**config.mk**
```make
export PLATFORM = sky130hd
export DESIGN_NAME = addsub_serial_nbit
export DESIGN_NICKNAME = d
export VERILOG_FILES = /design/src/rtl/addsub_pkg.sv /design/src/rtl/addsub_digit.sv /design/src/rtl/addsub_serial_nbit.sv
export SDC_FILE = /design/constraint.sdc
export NUM_CORES = 1
export LEC_CHECK = 0
export BUFFER_PORTS_ARGS = -buffer_cell sky130_fd_sc_hd__buf_2
export CAP_MARGIN = 10
export CORE_ASPECT_RATIO = 1.25
export CORE_UTILIZATION = 40
export CTS_BUF_LIST = sky130_fd_sc_hd__clkbuf_4
export DETAILED_ROUTE_END_ITERATION = 10
export GPL_ROUTABILITY_DRIVEN = 0
export PLACE_DENSITY = 0.69
export SETUP_SLACK_MARGIN = 0.3
export SLEW_MARGIN = 30
export SYNTH_ARGS = -nofsm -noshare
export SYNTH_HDL_FRONTEND = slang
export SYNTH_SLANG_ARGS = --single-unit
```
**constraint.sdc**
```tcl
create_clock -name clk -period 5.5 [get_ports clk]
set_clock_uncertainty 0.05 [all_clocks]
set_input_delay 1.1 -clock clk [delete_from_list [all_inputs] [get_ports clk]]
set_output_delay 1.1 -clock clk [all_outputs]
set_load 0.01 [all_outputs]
```
**src/rtl/addsub_pkg.sv**
```systemverilog
// rtl/addsub_pkg.sv - shared state type, opcodes and index-width helper for the serial adder/subtractor
package addsub_pkg;

    typedef enum logic [1:0] {
        IDLE = 2'd0,
        CALC = 2'd1,
        NEG  = 2'd2,
        DONE = 2'd3
    } addsub_state_t;

    localparam logic OP_ADD = 1'b0;
    localparam logic OP_SUB = 1'b1;

    function automatic int idx_width(input int k);
        return (k > 1) ? $clog2(k) : 1;
    endfunction

endpackage

```
**src/rtl/addsub_digit.sv**
```systemverilog
// rtl/addsub_digit.sv - combinational D-bit ripple slice shared by the add/subtract and negate passes
module addsub_digit
    import addsub_pkg::*;
#(
    parameter int D = 2
) (
    input  logic [D-1:0] a,
    input  logic [D-1:0] b,
    input  logic         inv_b,
    input  logic         cin,
    output logic [D-1:0] s,
    output logic         cout
);

    logic [D:0] sum;

    assign sum  = {1'b0, a} + {1'b0, b ^ {D{inv_b}}} + {{D{1'b0}}, cin};
    assign s    = sum[D-1:0];
    assign cout = sum[D];

endmodule

```
**src/rtl/addsub_serial_nbit.sv**
```systemverilog
// rtl/addsub_serial_nbit.sv - digit-serial N-bit add/subtract with start/done; ADDSUB_ABS_EN adds magnitude correction
module addsub_serial_nbit
    import addsub_pkg::*;
#(
    parameter int N = 8,
    parameter int D = 2
) (
    input  logic         clk,
    input  logic         rst_n,
    input  logic         start,
    input  logic         op,
    input  logic [N-1:0] A,
    input  logic [N-1:0] B,
    output logic [N-1:0] result,
    output logic         neg,
    output logic         cout,
    output logic         zero,
    output logic         busy,
    output logic         done
);

    localparam int              K    = N / D;
    localparam int              IW   = idx_width(K);
    localparam logic [IW-1:0]   LAST = IW'(K - 1);

    generate
        if (N < 2 || D < 1 || D > N || (N % D) != 0) begin : g_bad_params
            $error("addsub_serial_nbit: N must be >= 2 and a multiple of D");
        end
    endgenerate

    addsub_state_t state, state_nxt;
    logic [N-1:0]  a_r, b_r, result_nxt;
    logic          op_r, carry;
    logic [IW-1:0] idx;
    logic [D-1:0]  cur_a, cur_b, cur_r, dig_a, dig_b, dig_s;
    logic          dig_inv, dig_cout;

    assign cur_a = a_r[idx*D +: D];
    assign cur_b = b_r[idx*D +: D];
    assign cur_r = result[idx*D +: D];
    assign busy  = (state != IDLE);
    assign done  = (state == DONE);

    // One slice serves both passes: CALC feeds operands, NEG feeds ~digit with carry-in 1.
    always_comb begin
        dig_a   = cur_a;
        dig_b   = cur_b;
        dig_inv = op_r;
`ifdef ADDSUB_ABS_EN
        if (state == NEG) begin
            dig_a   = ~cur_r;
            dig_b   = '0;
            dig_inv = 1'b0;
        end
`endif
    end

    addsub_digit #(.D(D)) u_digit (
        .a     (dig_a),
        .b     (dig_b),
        .inv_b (dig_inv),
        .cin   (carry),
        .s     (dig_s),
        .cout  (dig_cout)
    );

    always_comb begin
        result_nxt             = result;
        result_nxt[idx*D +: D] = dig_s;
    end

    always_ff @(posedge clk or negedge rst_n) begin
        if (!rst_n) state <= IDLE;
        else        state <= state_nxt;
    end

    always_comb begin
        state_nxt = state;
        case (state)
            IDLE: if (start) state_nxt = CALC;
            CALC: if (idx == LAST) begin
`ifdef ADDSUB_ABS_EN
                state_nxt = (op_r == OP_SUB && !dig_cout) ? NEG : DONE;
`else
                state_nxt = DONE;
`endif
            end
`ifdef ADDSUB_ABS_EN
            NEG:  if (idx == LAST) state_nxt = DONE;
`endif
            DONE:    state_nxt = IDLE;
            default: state_nxt = IDLE;
        endcase
    end

    always_ff @(posedge clk or negedge rst_n) begin
        if (!rst_n) begin
            a_r    <= '0;
            b_r    <= '0;
            op_r   <= 1'b0;
            carry  <= 1'b0;
            idx    <= '0;
            result <= '0;
            neg    <= 1'b0;
            cout   <= 1'b0;
            zero   <= 1'b0;
        end else begin
            case (state)
                IDLE: if (start) begin
                    a_r    <= A;
                    b_r    <= B;
                    op_r   <= op;
                    carry  <= op;
                    idx    <= '0;
                    result <= '0;
                    neg    <= 1'b0;
                    cout   <= 1'b0;
                    zero   <= 1'b0;
                end
                CALC: begin
                    result <= result_nxt;
                    carry  <= dig_cout;
                    idx    <= idx + 1'b1;
                    if (idx == LAST) begin
                        idx  <= '0;
                        cout <= dig_cout;
                        neg  <= (op_r == OP_SUB) & ~dig_cout;
`ifdef ADDSUB_ABS_EN
                        if (op_r == OP_SUB && !dig_cout) carry <= 1'b1;
                        else                             zero  <= (result_nxt == '0);
`else
                        zero <= (result_nxt == '0);
`endif
                    end
                end
`ifdef ADDSUB_ABS_EN
                NEG: begin
                    result <= result_nxt;
                    carry  <= dig_cout;
                    idx    <= idx + 1'b1;
                    if (idx == LAST) begin
                        idx  <= '0;
                        zero <= (result_nxt == '0);
                    end
                end
`endif
                default: ;
            endcase
        end
    end

endmodule

```
After elaboration in Yosys (flattened, before gate mapping):

Cells that the tools add are included.

* register bits after elaboration: 33
* bits of input ports: 20
* output and inout port bits: 13
* logic and storage cells: 52

* add/sub/neg operators: 4
* equality and inequality tests: 5
* shifts and indexed selects: 4
* multiplexer cells: 18
* bitwise gates (word level): 3
* reductions and logical operators: 8

Operator list (number)
* negator 3 -> 34 bit: 1
* variable shift 2 x 34 -> 8 bit, first input constant: 1
* indexed part select 2 x 34 -> 8 bit: 1
* case mux 8 bit (2 select lines): 1
* indexed part select 8 x 4 -> 2 bit: 2
* bitwise mux 8 bit: 1
* zero test 8 bit: 1
* two-way mux 2 bit: 4
* two-way mux 8 bit: 1
* case mux 1 bit (2 select lines): 4
* case mux 2 bit (2 select lines): 2
* AND reduction 2 bit: 3
* two-way mux 1 bit: 5
* equality test 2 bit, second input constant: 2
* inequality test 2 bit, second input constant: 2
* nonzero test 2 bit: 2
* adder 2 x 2 -> 3 bit: 1
* adder 3 x 1 -> 3 bit: 1
* AND reduction 3 bit: 1
* adder 2 x 1 -> 2 bit, second input constant: 1
* equality test 2 x 1 -> 1 bit, second input constant: 1
* zero test 2 bit: 1
* bitwise XOR 2 bit: 1
* bitwise AND 1 bit: 1
* NOT 1 bit: 1

Depth between registers and ports, before layout:

Gate-level depths: netlist (run 1).

* depth in word-level cells: 9
* mapped depth: 9
* depth with buffers taken out: 8

Cells and area by module:

From an unflattened synthesis (run 1), not the netlist that was laid out.

* cell total of the unflattened synthesis: 128
* area total of the unflattened synthesis: 1634.1 µm²

By module, submodules not included
* addsub_serial_nbit: instances 1, cells each 124, area each 1576.5 µm², seq. area each 825.8 µm²
* addsub_digit: instances 1, cells each 4, area each 57.6 µm², seq. area each 0.0 µm²

Worst setup path after synthesis (run 1):

OpenSTA, ideal clock, no wires.

* kind: flip-flop to flip-flop
* start point: register idx[0]
* end point: register zero
* library setup time: 0.121 ns
* arrival: 2.525 ns
* required time: 5.329 ns
* path slack: 2.804 ns
* stages on the path, launching flop included: 10
* path buffers: 1
* period minus slack after synthesis: 2.696 ns
* cell sequence: dfrtp_1 -> buf_6 -> mux4_2 -> xor2_1 -> fa_1 -> fa_1 -> nor2_1 -> o221a_2 -> nand4_1 -> o21ai_1

* longest elaborated chain between the ends: 9
* elaborated cells between the ends (all ways): 15
* classes of those cells: add/sub (3); eq/ne (2); shift (4); mux (3); bitwise (1); reduce/logical (2)

RTL lines
* start, declared: line addsub_serial_nbit.sv:35 `logic [IW-1:0] idx;`
* start signal, assigned: line addsub_serial_nbit.sv:124 `idx <= idx + 1'b1;`
* indexed part select 8 x 4 -> 2 bit: line addsub_serial_nbit.sv:40 `assign cur_b = b_r[idx*D +: D];`
* bitwise XOR 2 bit: line addsub_digit.sv:17 `assign sum = {1'b0, a} + {1'b0, b ^ {D{inv_b}}} + {{D{1'b0}}, cin};`
* adder 2 x 2 -> 3 bit: line addsub_digit.sv:17
* adder 3 x 1 -> 3 bit: line addsub_digit.sv:17
* indexed part select 2 x 34 -> 8 bit: line addsub_serial_nbit.sv:70 `result_nxt[idx*D +: D] = dig_s;`
* bitwise mux 8 bit: line addsub_serial_nbit.sv:70
* zero test 8 bit: line addsub_serial_nbit.sv:133 `zero <= (result_nxt == '0);`
* two-way mux 1 bit: line addsub_serial_nbit.sv:125 `if (idx == LAST) begin`
* case mux 1 bit (2 select lines): line addsub_serial_nbit.sv:109 `case (state)`
* end signal, assigned: line addsub_serial_nbit.sv:133
* end, declared: line addsub_serial_nbit.sv:17 `output logic zero,`

Parallel ways exist; a longest one is shown, timed or not. The select of a mux whose other input is x is not followed.
A chain may end at the register's enable or synchronous reset.

Worst setup path in the final report (run 1):

Ends and elaborated chain as after synthesis.

==> run summary, run 1 <==
Global routing consumed, over all layers together, 16.6% of the routing resources. Final hold analysis gives a worst-case slack of 0.441 ns. The core region area was 0.00388 sq mm; the final critical-path required period was 2.98 ns. After detailed routing, the total wire length is 3220 um. CTS built an H-tree with a depth of 2. Critical path's top delay family: adder cells. The height of the die came out at 74.3 um.

The library cell appearing most often on the critical path is sky130_fd_sc_hd__fa_1. In this run, post-CTS hold repair placed 0 buffers. The relative area change from synthesis to final layout came out at 13.7%. Detailed-router iteration count before antenna repair: 4.

The worst setup path is launched from a flip-flop. After clock tree synthesis, the clock-pin slew on the worst setup and hold paths is 0.10 ns. The tools report the register area as 826 sq um.

The remaining antenna violation count after routing was 0; the maximum number of buffers from clock root to sink was 2. The number of synthesized register bits is 33, and the post-place instance area is 0.00185 sq mm. Summing all multi-input logic gate instances after layout gives 773 sq um. The number of cells in the design after placement is 210. The setup check on the worst reg-to-reg path leaves a slack of 2.52 ns.

Arrival time of data at the critical path endpoint: 3.16 ns. For this configuration, the core starts out at a cell density of 43.1%. The data required time at the worst endpoint was 5.68 ns; the total power divided by cell area was 636 mW/mm^2. The tools report the end of the worst hold path as zero. For this run the aggregate overflow at the end of global routing stands at 0. The type of element capturing the critical path was a flip-flop. Setup repair after global routing left no endpoint under its margin. Across the VDD grid, the largest voltage drop is 0.000313 V. The number of buffer and inverter instances along the worst setup path was 0; the initial antenna violation count was 0. The number of sinks driven by the clock tree came out at 33.

The end of the worst register-to-register path was zero. Summed over all failing endpoints, the final setup total negative slack is 0 ns. The hold path depth was 2. The tools report the startpoint of the worst register-to-register path as idx[0]. 33 I/O pins were placed.

The floorplan die width was 59.8 um; the placement row count was 25. The run finished with clean final reports. Across the run, the number of max-cap violations was 0. The biggest cell delay along the critical path is 0.68 ns, and the area of all placed cells without fillers is 0.00190 sq mm. After the flow finishes, the layout carries non-filler instances totaling 218.

For the worst flop-to-flop path, the logic depth is 8. Of the cells placed in the final design, the portion with a size suffix greater than 1 is 33.5%. DRC violation total after the first TritonRoute iteration: 51. For this run, the top clock speed supported by timing is 0.336 GHz.

At the pin with the least slew margin, the transition time is 0.712 ns. The number of global-route vias before repair is 1157. In the post-route analysis, the smallest setup slack over all paths is 2.52 ns.

The logs give 2.52 ns for the setup slack at placement and 0.33 ns for the clock latency reported for the late side of the worst-skew pair. After synthesis, flip-flops and latches occupy 49.4% of the total area. The total inserted antenna cells was 0. The type of the most critical hold path is reg2reg. In this run the worst path has a maximum fanout of 14. The global-route wire length before repair was 5360 um; the number of remaining DRC errors was 0. The maximum number of pins on one net before global-route repair is 34, and the final hold violation count is 0. The tools report the post-cts repair resize count as 0. Root buffer cell: sky130_fd_sc_hd__clkbuf_4. The run gives 2340 um as the detailed placement HPWL. The worst setup path is of the reg2reg kind.

The max-slew violation total from the final report was 0. Using the TritonRoute via totals, the vias-per-cell ratio works out to 5.38. In this run the tightest slew margin relative to its limit is 52.5%. Dividing the detail-routed wire length by the instance count gives 14.8 um. The portion of the clock cycle consumed by the worst path in the final layout is 54.1%, and the total of endpoints with negative setup slack in the final report is 0. The Yosys step of the flow raised 0 warnings. The combined area of all synthesized cells came out at 0.00167 sq mm. The slowest cell on the critical path is sky130_fd_sc_hd__dfrtp_1. The run gives 1172 as the total number of vias. Counting distinct cell types in the post-synthesis netlist gives 34. The tools report the area enclosed by the die boundary as 0.00444 sq mm. The tools report the startpoint of the lowest-slack hold path as zero.

The net count of the finished layout is 191. The leakage power came out at 0.881 nW. The synthesized net count is 158, and the synthesized instance count is 130.

Buffers added to address setup during post-CTS repair amount to 0. The run gives 5 as the number of clock buffers inserted by TritonCTS. The filler cells instantiated in the layout total 381. The signal on the critical path passes through mux4_2, xor2_1, fa_1, fa_1, nor2_1, o221a_2, nand4_1, o21ai_1.

In this run the mean area of a mapped cell was 12.8 sq um. TritonCTS built the clock tree. Port buffering added 32 buffers.
==> cell type report <==
type	instances	area share, %
clock inverter	3	0.659
multi-input combinational	86	40.7
timing repair buffer	33	8.83
sequential	33	43.5
inverter	4	0.791
tap	54	3.56
clock buffer	5	1.98
==> state kept, by name, indices dropped and copies added, names as in the netlist <==
signal / count
neg: 1
zero: 1
cout: 1
state: 2
carry: 1
dig_inv: 1
result: 8
a_r: 8
idx: 2
b_r: 8
==> per-stage QoR <==
stage,power [W],utilization (%)
3_3_place_gp,0.00105,47.7
6_report,0.00121,49.0
4_1_cts,0.00121,49.0
2_1_floorplan,0.000929,-
5_1_grt,0.00130,49.0
3_5_place_dp,0.00108,47.7
==> power breakdown <==
group | switching [W] | internal (W)
Clock | 0.0000828 | 0.0000462
Combinational | 0.000336 | 0.000297
Sequential | 0.0000970 | 0.000349
Total | 0.000516 | 0.000691
==> tightest hold or removal path, delay by kind of cell (launching register included) <==
family / cells / cell delay (ns)
flops: 1 / 0.35
simple gates: 1 / 0.05
compound gates: 1 / 0.06
==> cells by family (layout without fill, tap and decap cells) <==
logic type      after synthesis  count (layout)  synth area share [%]
compound gates               22              22                  10.0
xor+xnor                      2               2                  1.05
fa+ha+maj                     8               8                  6.89
buf+inv                      11              45                  4.64
flops                        33              33                  49.4
mux                          21              21                  16.9
simple gates                 33              33                  11.1
==> cell usage in the layout (no fill, tap or decap), types with 4 or more instances in the layout <==
cell / n
sky130_fd_sc_hd__a41oi_1: 4
sky130_fd_sc_hd__mux2_2: 6
sky130_fd_sc_hd__mux2_1: 11
sky130_fd_sc_hd__buf_2: 32
sky130_fd_sc_hd__o22ai_1: 6
sky130_fd_sc_hd__ha_1: 6
sky130_fd_sc_hd__dfrtp_1: 33
sky130_fd_sc_hd__nor2b_1: 8
sky130_fd_sc_hd__nand2_1: 9
sky130_fd_sc_hd__mux4_2: 4
sky130_fd_sc_hd__nor2_1: 5
sky130_fd_sc_hd__clkbuf_4: 5
==> layer usage <==
layer  global-route usage, %  share of wire [%]  vias up
met3                    4.17                6.6        7
met4                    9.30                1.4        0
met2                    27.7                 51       49
met1                    19.4                 40      574
met5                       0                  0        -
li1                        -                  -      542
==> worst max path at each step <==
stage / from / to / slack [ns] / cells past startpoint
global route: idx[0] / zero / 2.38 / 7
floorplan: idx[0] / zero / 2.80 / 9
global placement: idx[0] / zero / 2.56 / 8
detailed placement: idx[0] / zero / 2.52 / 8
finish: idx[0] / zero / 2.52 / 8
CTS: idx[0] / zero / 2.50 / 8
==> cell usage after synthesis <==
master	n	share of area (%)
sky130_fd_sc_hd__nor2_1	5	1.1
sky130_fd_sc_hd__mux4_2	4	5.4
sky130_fd_sc_hd__and2_1	1	0.37
sky130_fd_sc_hd__nor2_2	2	0.75
sky130_fd_sc_hd__a22o_1	3	1.6
sky130_fd_sc_hd__a31oi_1	2	0.75
sky130_fd_sc_hd__buf_2	2	0.60
sky130_fd_sc_hd__xor2_1	2	1.0
sky130_fd_sc_hd__dfrtp_1	33	49
sky130_fd_sc_hd__fa_1	2	2.4
sky130_fd_sc_hd__mux2_2	6	4.0
sky130_fd_sc_hd__nand4_1	1	0.37
sky130_fd_sc_hd__or2_2	1	0.37
sky130_fd_sc_hd__ha_1	6	4.5
sky130_fd_sc_hd__nor3b_1	1	0.45
sky130_fd_sc_hd__mux2_1	11	7.4
sky130_fd_sc_hd__buf_4	1	0.45
sky130_fd_sc_hd__nand2b_1	1	0.37
sky130_fd_sc_hd__nand3_1	1	0.30
sky130_fd_sc_hd__a41oi_1	4	2.1
sky130_fd_sc_hd__nand4bb_1	1	0.67
sky130_fd_sc_hd__inv_1	3	0.67
sky130_fd_sc_hd__o22ai_1	6	2.2
sky130_fd_sc_hd__o221a_2	1	0.67
sky130_fd_sc_hd__a32o_1	1	0.60
sky130_fd_sc_hd__and3b_1	1	0.52
sky130_fd_sc_hd__inv_2	1	0.22
sky130_fd_sc_hd__a221o_1	1	0.60
sky130_fd_sc_hd__buf_6	4	2.7
sky130_fd_sc_hd__nor3b_2	1	0.75
sky130_fd_sc_hd__o31ai_1	2	0.90
sky130_fd_sc_hd__nor2b_1	8	3.0
sky130_fd_sc_hd__o21ai_1	2	0.60
sky130_fd_sc_hd__nand2_1	9	2.0
No activity file was read; power rests on OpenSTA's default activity.
==> run 2: changes to the inputs <==
- PLACE_DENSITY: 0.69 -> 0.71
- clock period: 5.5 -> 2.7 ns (I/O delays scaled with it)
==> run summary, run 2 (synthesized netlist as in run 1, its figures left out) <==
The core region area is 0.00388 sq mm (unchanged), and the total power divided by cell area is 1390 mW/mm^2 (+120%). The post-place instance area was 0.00189 sq mm (+2.2%); the number of buffers inserted by port buffering was 32 (unchanged). Type of the setup path with the least slack: reg2reg.

The proportion of total power due to net switching was 38.7% (-4.0 points). The portion of the clock cycle consumed by the worst path in the final layout came out at 97.2% (+43 points). The DRC violation total after the first TritonRoute iteration is 58 (+14%).

Met3 demand-to-capacity share in global routing: 5.39% (+1.2 points). The most common cell after layout, fill and taps aside was sky130_fd_sc_hd__dfrtp_1. The register share of total power was 30.8% (-6.1 points); the detailed-router iteration count before antenna repair was 4 (unchanged).

The number of max-cap violations was 0 (unchanged); the cell depth of the worst flop-to-flop path was 8 (unchanged). The worst hold path belongs to the class in2async. The count of boundary I/O pins was 33 (unchanged). The clock latency reported for the late side of the worst-skew pair came out at 0.34 ns (about the same).

The logs give 2.81 ns (-0.35 ns) for the arrival time of data at the critical path endpoint and 16.3% (+5.6 points) for the proportion of power drawn by the clock network. Leaving out fill and tap cells, the most frequent cells in the layout are sky130_fd_sc_hd__dfrtp_1 (33), sky130_fd_sc_hd__buf_2 (32), sky130_fd_sc_hd__mux2_1 (11), sky130_fd_sc_hd__nand2_1 (9), sky130_fd_sc_hd__nor2b_1 (8). The leakage power is 0.929 nW (+5.5%), and the maximum level of the CTS H-tree is 2 (unchanged). The run gives 0.08 ns (-2.45 ns) as the reg2reg setup slack. The relative area change from synthesis to final layout works out to 20.1%. Number of remaining DRC errors: 0 (unchanged).

The transition time of the tightest slew-check pin is 0.712 ns (+0.000114 ns), and the met2 global-route usage is 26.5% (-1.1 points). The run gives 0 (unchanged) as the total of endpoints with negative setup slack in the final report. The global-route wire length before repair is 5260 um (-1.8%).

STA classifies the critical path endpoint as a flip-flop. The tools report the non-filler instance count after layout as 223 (+2.3%). End of the worst register-to-register path: zero. The peak ir drop on the vdd network was 0.000680 V (+120%). The max-slew headroom at the worst pin is 52.5% (about the same), and the number of cells in the design after placement is 214 (+1.9%). In this run the clock root is driven by a sky130_fd_sc_hd__clkbuf_4. The mean routed wirelength per cell came out at 14.2 um (-3.7%). For the total track usage, the log shows 16.4% (-0.26 points).

Maximum clock frequency: 0.381 GHz (+13%). The logs give 43.1% (unchanged) for the effective utilization at floorplan and 0 (unchanged) for the total inserted antenna cells. The largest registers in the layout are a_r x8, b_r x8, result x8. The tools report the initial antenna violation count as 0 (unchanged). The flow ran to the end, and the final reports show no timing, DRC or antenna violations.

The ratio of routed vias to standard cells came out at 5.29 (-1.6%). The clock-pin slew on the worst setup and hold paths is 0.11 ns (about the same). The height of the die was 74.3 um (unchanged); the maximum number of pins on one net before global-route repair was 34 (unchanged).

TritonCTS built the clock tree. The worst setup path is launched from a flip-flop. In this run the most used layer during global routing was met2. The max-slew violation total from the final report was 0 (unchanged); the peak fanout along the critical path was 5 (-9). The remaining antenna violation count after routing was 0 (unchanged); the final hold violation count was 0 (unchanged). The final net count came out at 196 (+2.6%). The placement row count was 25 (unchanged); the number of clock buffers inserted by TritonCTS was 5 (unchanged).

The data required time at the worst endpoint was 2.88 ns (-2.80 ns). The total negative slack is 0 ns (unchanged). In this run the critical register-to-register path is launched from idx[0].

The final critical-path required period was 2.62 ns (-0.353 ns). The area of all placed cells without fillers is 0.00201 sq mm (+5.6%). The maximum number of buffers from clock root to sink was 2 (unchanged); the aggregate routed wire length was 3170 um (-1.5%). For the cell-internal power, the log shows 0.00171 W (+150%). The detailed placement HPWL is 2340 um (+0.14%). Setup repair after global routing could not meet its margin everywhere. The met1 track demand over resource in global routing was 20.2% (+0.82 points). The net switching power of the design is 0.00108 W (+110%), and the number of sinks driven by the clock tree is 33 (unchanged).

The run gives 1133 (-2.1%) as the number of global-route vias before repair. For the combinational power share, the log shows 52.9% (+0.5 points). The area enclosed by the die boundary is 0.00444 sq mm (unchanged), and the proportion of layout cells with a drive suffix above 1 is 39.1% (+5.5 points). For the total number of vias, the log shows 1180 (+0.68%). The remaining global-route overflow was 0 (unchanged). The floorplan die width is 59.8 um (unchanged).
==> run 2: cell count changes in the layout (fill, tap and decap cells not counted), sizes merged <==
| cell | change |
|---|---|
| buf | +5 |
| bufinv | +2 |
| clkinv | -2 |
==> run 2: per-stage QoR <==
| step | total power (W) | utilization [%] | hold slack, ns | worst slack, ns |
|---|---|---|---|---|
| after global routing | 0.00302 | 51.7 | 0.224 | -0.00273 |
| after CTS | 0.00275 | 51.4 | 0.202 | 0.0813 |
| final | 0.00280 | 51.7 | 0.189 | 0.0755 |
| after global placement | 0.00223 | 48.7 | 0.417 | 0.127 |
| after floorplan | 0.00193 | - | 0.194 | 0.0277 |
| after detailed placement | 0.00227 | 48.7 | 0.429 | 0.0895 |
==> run 2: cell type report <==
type,count,area [sq um]
fill,361,1870
multi-input combinational,86,786
clock inverter,3,65.1
tap,54,67.6
timing repair buffer,38,209
sequential,33,826
inverter,4,15.0
clock buffer,5,37.5
==> run 2: power groups by stage <==
| stage | logic [W] | clock network [W] | registers, W |
|---|---|---|---|
| 2_1_floorplan | 0.00108 | 0 | 0.000854 |
| 3_3_place_gp | 0.00137 | 0 | 0.000865 |
| 3_5_place_dp | 0.00140 | 0 | 0.000874 |
| 4_1_cts | 0.00142 | 0.000464 | 0.000864 |
| 5_1_grt | 0.00164 | 0.000491 | 0.000890 |
| 6_report | 0.00148 | 0.000456 | 0.000862 |
==> run 2: worst max-delay path by stage <==
stage	startpoint	end	slack, ns	cells after the start
6_report	idx[0]	zero	0.08	8
5_1_grt	idx[0]	zero	-0.003	8
4_1_cts	idx[0]	zero	0.08	8
3_5_place_dp	idx[0]	zero	0.09	8
3_3_place_gp	idx[0]	zero	0.13	8
2_1_floorplan	idx[0]	zero	0.03	9
==> run 2: critical path: stages (launching register included) <==
cell                      delay (ns)
sky130_fd_sc_hd__dfrtp_1        0.42
sky130_fd_sc_hd__mux4_2         0.52
sky130_fd_sc_hd__xor2_1         0.17
sky130_fd_sc_hd__fa_2           0.35
sky130_fd_sc_hd__fa_2           0.59
sky130_fd_sc_hd__nor2_1         0.06
sky130_fd_sc_hd__o221a_2        0.22
sky130_fd_sc_hd__nand4_1        0.07
sky130_fd_sc_hd__o21ai_1        0.07
==> run 2: per-layer routing <==
metal | vias up | share of wire, % | routed length (um)
li1 | 551 | - | -
met1 | 580 | 42 | 1340
met2 | 47 | 50 | 1600
met3 | 2 | 6.8 | 216
met4 | 0 | 0.63 | 20
met5 | - | 0 | 0
==> run 2: repair_timing <==
action / 4_1_cts / 5_1_grt
pin swaps: 0 / 2
setup endpoints to repair: 5 / 5
resized for setup: 1 / 2
hold buffers: 0 / 0
buffers inserted: 0 / 1
==> run 3: changes to the inputs <==
- BUFFER_PORTS_ARGS: -buffer_cell sky130_fd_sc_hd__buf_2 -> unset
- DONT_BUFFER_PORTS: unset -> 1
- PLACE_DENSITY: 0.71 -> 0.64
==> run summary, run 3 (synthesized netlist as in run 1, its figures left out) <==
The run finished with clean final reports. For the arrival time of data at the critical path endpoint, the log shows 2.80 ns (about the same). The total power divided by cell area is 1490 mW/mm^2 (+6.7%). Leakage power: 0.792 nW (-15%).

The height of the die is 74.3 um (unchanged), and the max-slew violation total from the final report is 0 (unchanged). The logs give 0 (unchanged) for the remaining global-route overflow and 2 (unchanged) for the maximum level of the CTS H-tree. The type of element capturing the critical path is a flip-flop. TritonCTS built the clock tree. The clock-pin slew on the worst setup and hold paths came out at 0.10 ns (about the same). The startpoint of the lowest-slack hold path is B[6]. For the number of max-cap violations, the log shows 0 (unchanged). The library cell appearing most often on the critical path was sky130_fd_sc_hd__fa_2.

The count of boundary I/O pins is 33 (unchanged), and the smallest hold slack is 0.286 ns (+0.0967 ns). The type of the setup path with the least slack was reg2reg. For the final hold violation count, the log shows 0 (unchanged). The number of global-route vias before repair was 1113 (-1.8%); the core region area was 0.00388 sq mm (unchanged). The maximum number of pins on one net before global-route repair came out at 34 (unchanged).

Most common cell after layout, fill and taps aside: sky130_fd_sc_hd__dfrtp_1. End of the worst hold path: b_r[6]. The non-filler instance count after layout was 195 (-13%). The final critical-path required period was 2.58 ns (-0.0474 ns). The number of cells in the design after placement is 181 (-15%), and the number of clock buffers inserted by TritonCTS is 5 (unchanged). The placement row count is 25 (unchanged).

In this run the critical register-to-register path is captured at zero. The slowest cell on the critical path was sky130_fd_sc_hd__mux4_2. In this run the clock root is driven by a sky130_fd_sc_hd__clkbuf_4. Setup repair after global routing could not meet its margin everywhere. The startpoint identified for the worst register-to-register timing path is idx[0]. The total chip power is 0.00275 W (-1.6%), and the area enclosed by the die boundary is 0.00444 sq mm (unchanged). Peak ir drop on the vdd network: 0.000680 V (about the same).

The DRC violation total after the first TritonRoute iteration is 99 (+71%). The total inserted antenna cells was 0 (unchanged). The tools report the data required time at the worst endpoint as 2.92 ns (+0.04 ns). Leaving out fill and tap cells, the most frequent cells in the layout are sky130_fd_sc_hd__dfrtp_1 (33), sky130_fd_sc_hd__mux2_1 (11), sky130_fd_sc_hd__nand2_1 (9), sky130_fd_sc_hd__nor2b_1 (8), sky130_fd_sc_hd__buf_4 (7). The portion of the clock cycle consumed by the worst path in the final layout was 95.4% (-1.8 points).

The clock latency reported for the late side of the worst-skew pair was 0.33 ns (about the same); the ratio of routed vias to standard cells was 5.43 (+2.6%). Number of buffers inserted by port buffering: 0 (-100%). The transition time of the tightest slew-check pin works out to 0.588 ns (-0.124 ns).

The detailed placement HPWL is 2330 um (-0.66%). Total track usage: 16.9% (+0.51 points). The floorplan die width is 59.8 um (unchanged), and the maximum clock frequency is 0.388 GHz (+1.8%). The proportion of layout cells with a drive suffix above 1 was 26.2% (-13 points). The largest registers in the layout are a_r x8, b_r x8, result x8.

STA classifies the critical path startpoint as a flip-flop. The tools report the final net count as 168 (-14%). For the reg2reg setup slack, the log shows 0.12 ns (+0.05 ns).

The tightest min-delay check is of the in2reg type. The area of all placed cells without fillers is 0.00185 sq mm (-7.7%). The global-route wire length before repair came out at 5370 um (+2.0%). The logs give 43.1% (unchanged) for the effective utilization at floorplan and 793 sq um (+0.96%) for the area of the multi-input gates. The tools report the aggregate routed wire length as 3370 um (+6.2%). The total negative slack was 0 ns (unchanged). The maximum number of buffers from clock root to sink was 2 (unchanged). Number of fill cells: 377 (+4.4%). The max-slew headroom at the worst pin is 60.8% (+8.3 points), and the total number of vias is 1059 (-10%). The hold path depth was 1. The run gives 0 (unchanged) as the number of remaining DRC errors. The mean routed wirelength per cell works out to 17.3 um (+21%). Initial antenna violation count: 0 (unchanged). The tools report the remaining antenna violation count after routing as 0 (unchanged). The critical path goes through mux4_2, xor2_1, fa_2, fa_2, buf_4, a31oi_1, nand4_1, o21ai_1. The detailed-router iteration count before antenna repair is 4 (unchanged), and the cell depth of the worst flop-to-flop path is 8 (unchanged).

The peak fanout along the critical path works out to 3 (-2). The tools report the total of endpoints with negative setup slack in the final report as 0 (unchanged). Biggest cell delay along the critical path: 0.52 ns (-0.07 ns). The number of sinks driven by the clock tree came out at 33 (unchanged). Post-place instance area: 0.00172 sq mm (-8.9%). Compared with the post-synthesis result, the final layout area differs by 10.8%.

The tools report the register area as 826 sq um (unchanged).
[run 3: cell type report]
class                           count  share of cell area (%)
Inverter                            4                   0.811
Sequential cell                    33                    44.6
Tap cell                           54                    3.65
Clock buffer                        6                    2.43
Timing Repair Buffer               10                    5.07
Multi-Input combinational cell     86                    42.9
Clock inverter                      2                   0.541
[run 3: power breakdown]
group	switching [W]	internal [W]	leakage (nW)
clock	0.000162	0.000109	0.0354
combinational	0.000782	0.000800	0.344
sequential	0.000187	0.000711	0.412
[run 3: stage by stage]
| stage | setup WS, ns | utilization (%) |
|---|---|---|
| 4_1_cts | 0.138 | 47.3 |
| 3_5_place_dp | 0.0642 | 44.4 |
| 5_1_grt | 0.00303 | 47.7 |
| 6_report | 0.123 | 47.7 |
| 3_3_place_gp | 0.131 | 44.4 |
| 2_1_floorplan | 0.0277 | - |
[run 3: timing repair]
item                       in CTS  in global routing
hold buffers                    2                  0
gates cloned                    0                  0
pin swaps                       1                  0
setup endpoints to repair       5                  6
hold endpoints to repair       33                  0
gates resized for setup         3                  0
setup buffers                   2                  2
[run 3: worst max-delay path by stage]
stage                       from   end  cells after the start
after floorplan           idx[0]  zero                      9
after global placement    idx[0]  zero                      8
after detailed placement  idx[0]  zero                      8
after CTS                 idx[0]  zero                      8
after global routing      idx[0]  zero                      8
final                     idx[0]  zero                      8
[run 3: metal layers]
layer / share of wire [%] / GRT usage, % / routed length (um) / vias to the layer above
met5: 0 / 0 / 0 / -
met4: 1.2 / 5.94 / 40 / 0
met1: 40 / 19.0 / 1360 / 515
li1: - / - / - / 495
met3: 6.6 / 6.96 / 223 / 4
met2: 52 / 28.5 / 1750 / 45
[run 3: worst max-delay path, delay by kind of cell (launching register included)]
family | cells | cell delay, ns
AOI/OAI and AO/OA | 2 | 0.31
and+or+nand+nor | 1 | 0.12
DFF | 1 | 0.40
xor gates and xnor gates | 1 | 0.17
buffers and inverters | 1 | 0.16
muxes | 1 | 0.52
adders and majority gates | 2 | 0.79
